[config.mk]
export PLATFORM = sky130hd
export DESIGN_NAME = cmd_issuer
export DESIGN_NICKNAME = d
export VERILOG_FILES = /design/src/rtl/cmd_issuer.sv
export SDC_FILE = /design/constraint.sdc
export NUM_CORES = 1
export LEC_CHECK = 0
export BUFFER_PORTS_ARGS = -buffer_cell sky130_fd_sc_hd__buf_2
export CAP_MARGIN = 40
export CORE_ASPECT_RATIO = 1.5
export CORE_MARGIN = 2
export CORE_UTILIZATION = 56
export CTS_CLUSTER_DIAMETER = 80
export CTS_CLUSTER_SIZE = 28
export DETAILED_ROUTE_END_ITERATION = 7
export PLACE_DENSITY = 0.77
export SLEW_MARGIN = 20
export SYNTH_ARGS = -nofsm -noshare
export SYNTH_HDL_FRONTEND = slang
export SYNTH_SLANG_ARGS = --single-unit
[constraint.sdc]
create_clock -name clk -period 2.37 [get_ports clk]
set_input_delay 0.1185 -clock clk [delete_from_list [all_inputs] [get_ports clk]]
set_output_delay 0.1185 -clock clk [all_outputs]
set_load 0.05 [all_outputs]
[src/rtl/cmd_issuer.sv]
// rtl/cmd_issuer.sv - base-station command issuer: GO/STOP request to UART 8N1 byte on TX
// A STOP arriving mid-frame is parked in a one-deep slot and sent right after the current frame.
module cmd_issuer #(
    parameter int BAUD_DIV = 2604
) (
    input  logic       clk,
    input  logic       rst,
    input  logic       send_go,
    input  logic       send_stop,
    input  logic [5:0] dest_in,
    output logic       TX,
    output logic       busy,
    output logic       cmd_sent,
    output logic [7:0] last_cmd
);

    localparam int BW = $clog2(BAUD_DIV);
    localparam logic [BW-1:0] BAUD_LAST = BW'(BAUD_DIV - 1);
    localparam logic [BW-1:0] BAUD_PRE  = BW'(BAUD_DIV - 2);

    typedef enum logic [1:0] {
        S_IDLE,
        S_START,
        S_DATA,
        S_STOP
    } state_t;

    state_t          state;
    logic [BW-1:0]   baud_cnt;
    logic [2:0]      bit_cnt;
    logic [7:0]      shift;
    logic            stop_pend;
    logic            bit_end;

    assign bit_end = (baud_cnt == BAUD_LAST);

    always_ff @(posedge clk) begin
        if (rst) begin
            state     <= S_IDLE;
            baud_cnt  <= '0;
            bit_cnt   <= '0;
            shift     <= 8'h00;
            stop_pend <= 1'b0;
            TX        <= 1'b1;
            busy      <= 1'b0;
            cmd_sent  <= 1'b0;
            last_cmd  <= 8'h00;
        end else begin
            // Registered one cycle early so the pulse lands in the last stop-bit cycle.
            cmd_sent <= (state == S_STOP) && (baud_cnt == BAUD_PRE);

            if (state != S_IDLE && send_stop)
                stop_pend <= 1'b1;

            case (state)
                S_IDLE: begin
                    baud_cnt <= '0;
                    bit_cnt  <= '0;
                    if (send_stop || send_go) begin
                        shift    <= send_stop ? 8'h00 : {2'b01, dest_in};
                        last_cmd <= send_stop ? 8'h00 : {2'b01, dest_in};
                        state    <= S_START;
                        TX       <= 1'b0;
                        busy     <= 1'b1;
                    end
                end

                S_START: begin
                    if (bit_end) begin
                        baud_cnt <= '0;
                        state    <= S_DATA;
                        TX       <= shift[0];
                    end else begin
                        baud_cnt <= baud_cnt + 1'b1;
                    end
                end

                S_DATA: begin
                    if (bit_end) begin
                        baud_cnt <= '0;
                        if (bit_cnt == 3'd7) begin
                            state <= S_STOP;
                            TX    <= 1'b1;
                        end else begin
                            bit_cnt <= bit_cnt + 3'd1;
                            shift   <= {1'b0, shift[7:1]};
                            TX      <= shift[1];
                        end
                    end else begin
                        baud_cnt <= baud_cnt + 1'b1;
                    end
                end

                S_STOP: begin
                    if (bit_end) begin
                        baud_cnt <= '0;
                        bit_cnt  <= '0;
                        if (stop_pend || send_stop) begin
                            state     <= S_START;
                            shift     <= 8'h00;
                            last_cmd  <= 8'h00;
                            TX        <= 1'b0;
                            stop_pend <= 1'b0;
                        end else begin
                            state <= S_IDLE;
                            busy  <= 1'b0;
                        end
                    end else begin
                        baud_cnt <= baud_cnt + 1'b1;
                    end
                end

                default: begin
                    state <= S_IDLE;
                    busy  <= 1'b0;
                    TX    <= 1'b1;
                end
            endcase
        end
    end

endmodule

Word-level counts from Yosys, hierarchy flattened
Cells that the tools add are included.
W data, S select, Z words.

storage, ports and cells
  bits in registers = 37
  bits in latches = 0
  memory bits (writable) = 0
  ROM bits = 0
  word-level logic and storage cells = 76
  memories kept = 0

operators by class
  $add $sub $neg = 2
  multipliers = 0
  div/mod/pow operators = 0
  order comparisons = 0
  equal/unequal tests = 14
  shifts and indexed selects = 0
  muxes and demuxes = 36
  bitwise logic cells = 0
  reductions and logical operators = 15

operator list
  operator                 count
  $mux W8                  5
  $eq A12 B12 Y1 const B   2
  $pmux W12 S2             1
  $pmux W8 S3              1
  $pmux W8 S2              1
  $mux W1                  14
  $ne A2 B2 Y1 const B     7
  $add A12 B1 Y12 const B  1
  $mux W12                 1
  $reduce_and A4 Y1        3
  $mux W2                  5
  $reduce_and A5 Y1        2
  $mux W3                  3
  $pmux W3 S3              1
  $pmux W2 S4              1
  $mux W7                  1
  $reduce_and A6 Y1        1
  $eq A2 B2 Y1 const B     2
  $pmux W1 S4              1
  $reduce_bool A2 Y1       2
  $add A3 B1 Y3 const B    1
  $eq A3 B3 Y1 const B     1
  $reduce_bool A3 Y1       1
  $reduce_or A3 Y1         1
  6 further kinds          8

Logic depth before layout (Yosys ltp)
  depth after elaboration = 6
  mapped depth = 7
  gate-level depth less buffers = 7

Worst setup path before layout
No wires, ideal clock.

  path type = reg2reg
  from = register state[1]
  to = register TX
  arrival time = 1663 ps
  data required time = 2248 ps
  path slack = 584 ps
  stages on the path, launching flop included = 8
  path through = dfxtp_1 > inv_1 > ha_1 > or3_1 > buf_1 > a21oi_1 > nor2b_1 > a311o_1

on the way
  cells in the longest elaborated chain, start to end = 3
  elaborated cells on any way between the ends = 11
  those cells by class = eq/ne (8); mux (1); reduce/logical (2)

ends and longest elaborated chain
  item                                                                  RTL line  RTL
  from (decl)                                                           28        state_t state;
  from (signal assigned)                                                39        state <= S_IDLE;
  from (signal assigned)                                                62        state <= S_START;
  from (signal assigned)                                                71        state <= S_DATA;
  $eq A2 B2 Y1, or another cell as far along                            55        case (state)
  $ne A2 B1 Y1 (no source line) / $ne A2 B2 Y1 (equally long branches)  n/a
  $reduce_and A5 Y1 (no source line)                                    n/a
  to (signal assigned)                                                  72        TX <= shift[0];
  to (signal assigned)                                                  87        TX <= shift[1];
  to (decl)                                                             11        output logic TX,

Parallel ways exist; a longest one is shown, timed or not.
A chain may end at the register's enable or synchronous reset.

Worst setup path in the final report
  from = register state[0]
  to = register shift[6]

on the way
  cells in the longest elaborated chain, start to end = 3
  elaborated cells on any way between the ends = 11
  those cells by class = eq/ne (7); mux (1); reduce/logical (3)

ends and longest elaborated chain
  item                                                         RTL line  RTL
  $eq A2 B2 Y1 / $logic_not A2 Y1 (equally long branches)      55
  $ne A2 B2 Y1 (no source line), or another cell as far along  n/a
  $reduce_and A6 Y1 (no source line)                           n/a
  to (signal assigned)                                         60        shift <= send_stop ? 8'h00 : {2'b01, dest_in};
  to (signal assigned)                                         86        shift <= {1'b0, shift[7:1]};
  to (decl)                                                    31        logic [7:0] shift;

Parallel ways exist; a longest one is shown, timed or not.

==> flow_summary_export.csv <==
group,metric,value,unit
pwr,p_leak,0.8266,nW
clocking,post_cts_resized,0,
pwr,peakVddDrop,0.6208,mV
detailed_routing,drtIter0Drc,38,
clocking,hold_buffers,0,
placement,dpl_cell_area,0.001824,mm²
critical_path,cp_slowest_cell,"nor2_1",
run_status,status,"finished clean",
global_route,grt_max_degree,21,
detailed_routing,post-route-drc-count,0,
floorplan,initial_core_util,58.59,%
clocking,cts_tree,"yes",
layout,area_growth,12.76,%
detailed_routing,vias_per_cell,5.748,
floorplan,ios,21,
synthesis,syn_inst,187,
timing,worstMarginPinSlew,0.6732,ns
critical_path,max_stage_delay,0.42,ns
clocking,post_cts_buffers,0,
layout,final_area,0.001924,mm²
critical_path,cp.required,2.55,ns
floorplan,die_area,0.003514,mm²
clocking,htreeDepth,2,
detailed_routing,wl_per_cell,14.15,µm
detailed_routing,first_pass_iters,4,
floorplan,fp.dieW,49.08,µm
timing,setup_viol,0,
global_route,grt_use_total,22.21,%
hold_path,hp-class,"input port to flop",
timing,max_freq,473.3,MHz
synthesis,synthDistinctLibCells,43,
timing,fin_crit_sh,89.14,%
timing,setup_ws,0.2574,ns
placement,dpl.hpwl,2623,µm
timing,hold_viol_final,0,
synthesis,synth_edf_count,0,
synthesis,synth_ff_type,"dfxtp_1",
critical_path,path_delay_family,"simple AND/OR/NAND/NOR gates",
critical_path,crit_type,"flop to flop",
layout,final_common_cell,"dfxtp_1",
detailed_routing,num_vias,1414,
global_route,grt_overflow,0,
pwr,power,0.002005,W
global_route,first_global_vias,1432,
timing,period_minus_slack,2.113,ns
detailed_routing,routed_wl,3482,µm
placement,numPortBuffers,19,
placement,dp_cells,238,
layout,nFillCells,255,
synthesis,syn-num-nets,205,
critical_path,start_kind,"flop",
clocking,cts_root_buf,"clkbuf_8",
clocking,cts_inserted_buffers,5,
clocking,path_clk_slew,0.07,ns
synthesis,avgSynthCellArea,9.126,µm²
clocking,cts_max_path_buffers,2,
synthesis,ys_seq_area_share,41.06,%
critical_path,cp_num_buf_inv,0,
layout,mostFrequentLayoutCells,"dfxtp_1 (35), a21oi_1 (20), buf_2 (19), nor2_1 (16), inv_1 (12)",
synthesis,async_reset_ff_share,0,%
synthesis,synth_seq_cells,35,
synthesis,synth_area,0.001707,mm²
global_route,antenna_found_initial,0,
layout,nets,224,
detailed_routing,antenna_left,0,
critical_path,crit_chain,"ha_1 > nand2b_1 > a21oi_1 > nor2_1 > nand3_2 > a32o_1",
global_route,grt_pass1_wl,6120,µm
timing,finalSetupTns,0,ns
critical_path,cp-end-kind,"flop",
clocking,worstSkewPairLatency,0.28,ns
synthesis,yosys_warnings,0,
timing,grt_setup_unrepaired,"no",
placement,dpl_worst_slack,0.3008,ns
placement,gp_congestion,0.7752,
timing,relSlewSlack,54.71,%
critical_path,arrival,2.29,ns
floorplan,die_h,71.61,µm
flow_run,cap_violations,0,
floorplan,coreArea,0.002913,mm²
layout,insertedDiodeCount,0,
timing,finClkSkew,0.002653,ns
floorplan,placementRows,24,
layout,finalNonFillerCells,246,
clocking,cts_sinks,35,
pwr,p_per_area,1042,mW/mm²
timing,slew_violations,0,
critical_path,path_max_fanout,16,
layout,final_layout_size_suffix_gt1_share,15.94,%
## synth_stat cells, types with 2 or more instances
library cell  instances  area (µm²)
dfxtp_1              35       700.7
a21oi_1              20       100.1
nor2_1               16       60.06
inv_1                12       45.04
nand2_1               9       33.78
ha_1                  8       100.1
clkbuf_1              7       26.28
nand3_1               7       35.03
a22o_1                6       52.55
a41o_1                6       60.06
and3_1                6       37.54
nor4b_1               6       52.55
xnor2_1               6       52.55
or3_1                 4       25.02
xor2_1                4       35.03
nor2b_1               3       18.77
a211oi_1              2       15.01
nand2b_1              2       12.51
nor4_1                2       12.51
o21a_1                2       15.01
o21ai_0               2       10.01
## report_power, final
group / switching, W / total [W] / internal (W)
Combinational: 0.000507 / 0.000787 / 0.000281
Clock: 0.000200 / 0.000465 / 0.000265
Sequential: 0.0000646 / 0.000753 / 0.000688
## worst reg2reg max path, cell delays in order, from the launching register on
cell      delay (ns)
dfxtp_1         0.35
ha_1            0.39
nand2b_1        0.17
a21oi_1         0.11
nor2_1          0.42
nand3_2         0.25
a32o_1          0.32
## stage by stage
step	hold slack (ns)	util, %
CTS	0.05543	66.07
floorplan	0.2441	-
global route	0.07030	66.07
global placement	0.3446	62.50
finish	0.05849	66.07
detailed placement	0.3528	62.63
## per-layer routing
layer	wire, µm	track usage [%]
met5	0	0
met1	1343	22.50
met3	103	4.375
met4	93	12.06
met2	1942	41.74
## final timing paths
kind	from	endpoint	slack, ns	cells after the start
min	dest_in[0]	last_cmd[0]	0.06	2
min reg2reg	shift[4]	shift[4]	0.45	2
max	state[0]	shift[6]	0.26	6
max reg2reg	state[0]	shift[6]	0.26	6
## state kept, by name, indices dropped and copies added, names as in the netlist
| signal | flops |
|---|---|
| TX | 1 |
| baud_cnt | 12 |
| bit_cnt | 3 |
| busy | 1 |
| cmd_sent | 1 |
| last_cmd | 7 |
| shift | 7 |
| state | 2 |
| stop_pend | 1 |
## cell families after synthesis
kind of cell	count (synthesis)	share of synthesized area, %
AND/OR/NAND/NOR	63	22.58
AO/OA/AOI/OAI	46	18.84
flip-flops	35	41.06
buffers and inverters	22	5.058
XOR/XNOR	10	5.132
adder cells (fa/ha/maj)	8	5.865
multiplexers	2	1.246
other	1	0.2197
## cell type report
class | count | area, µm² | area share, %
multi-input cells | 130 | 919.6 | 47.79
inverters | 13 | 48.80 | 2.536
well taps | 39 | 48.80 | 2.536
clock buffers | 8 | 100.1 | 5.202
repair buffers | 21 | 106.4 | 5.527
flip-flops and latches | 35 | 700.7 | 36.41
Power figures use the tool's default switching activity.
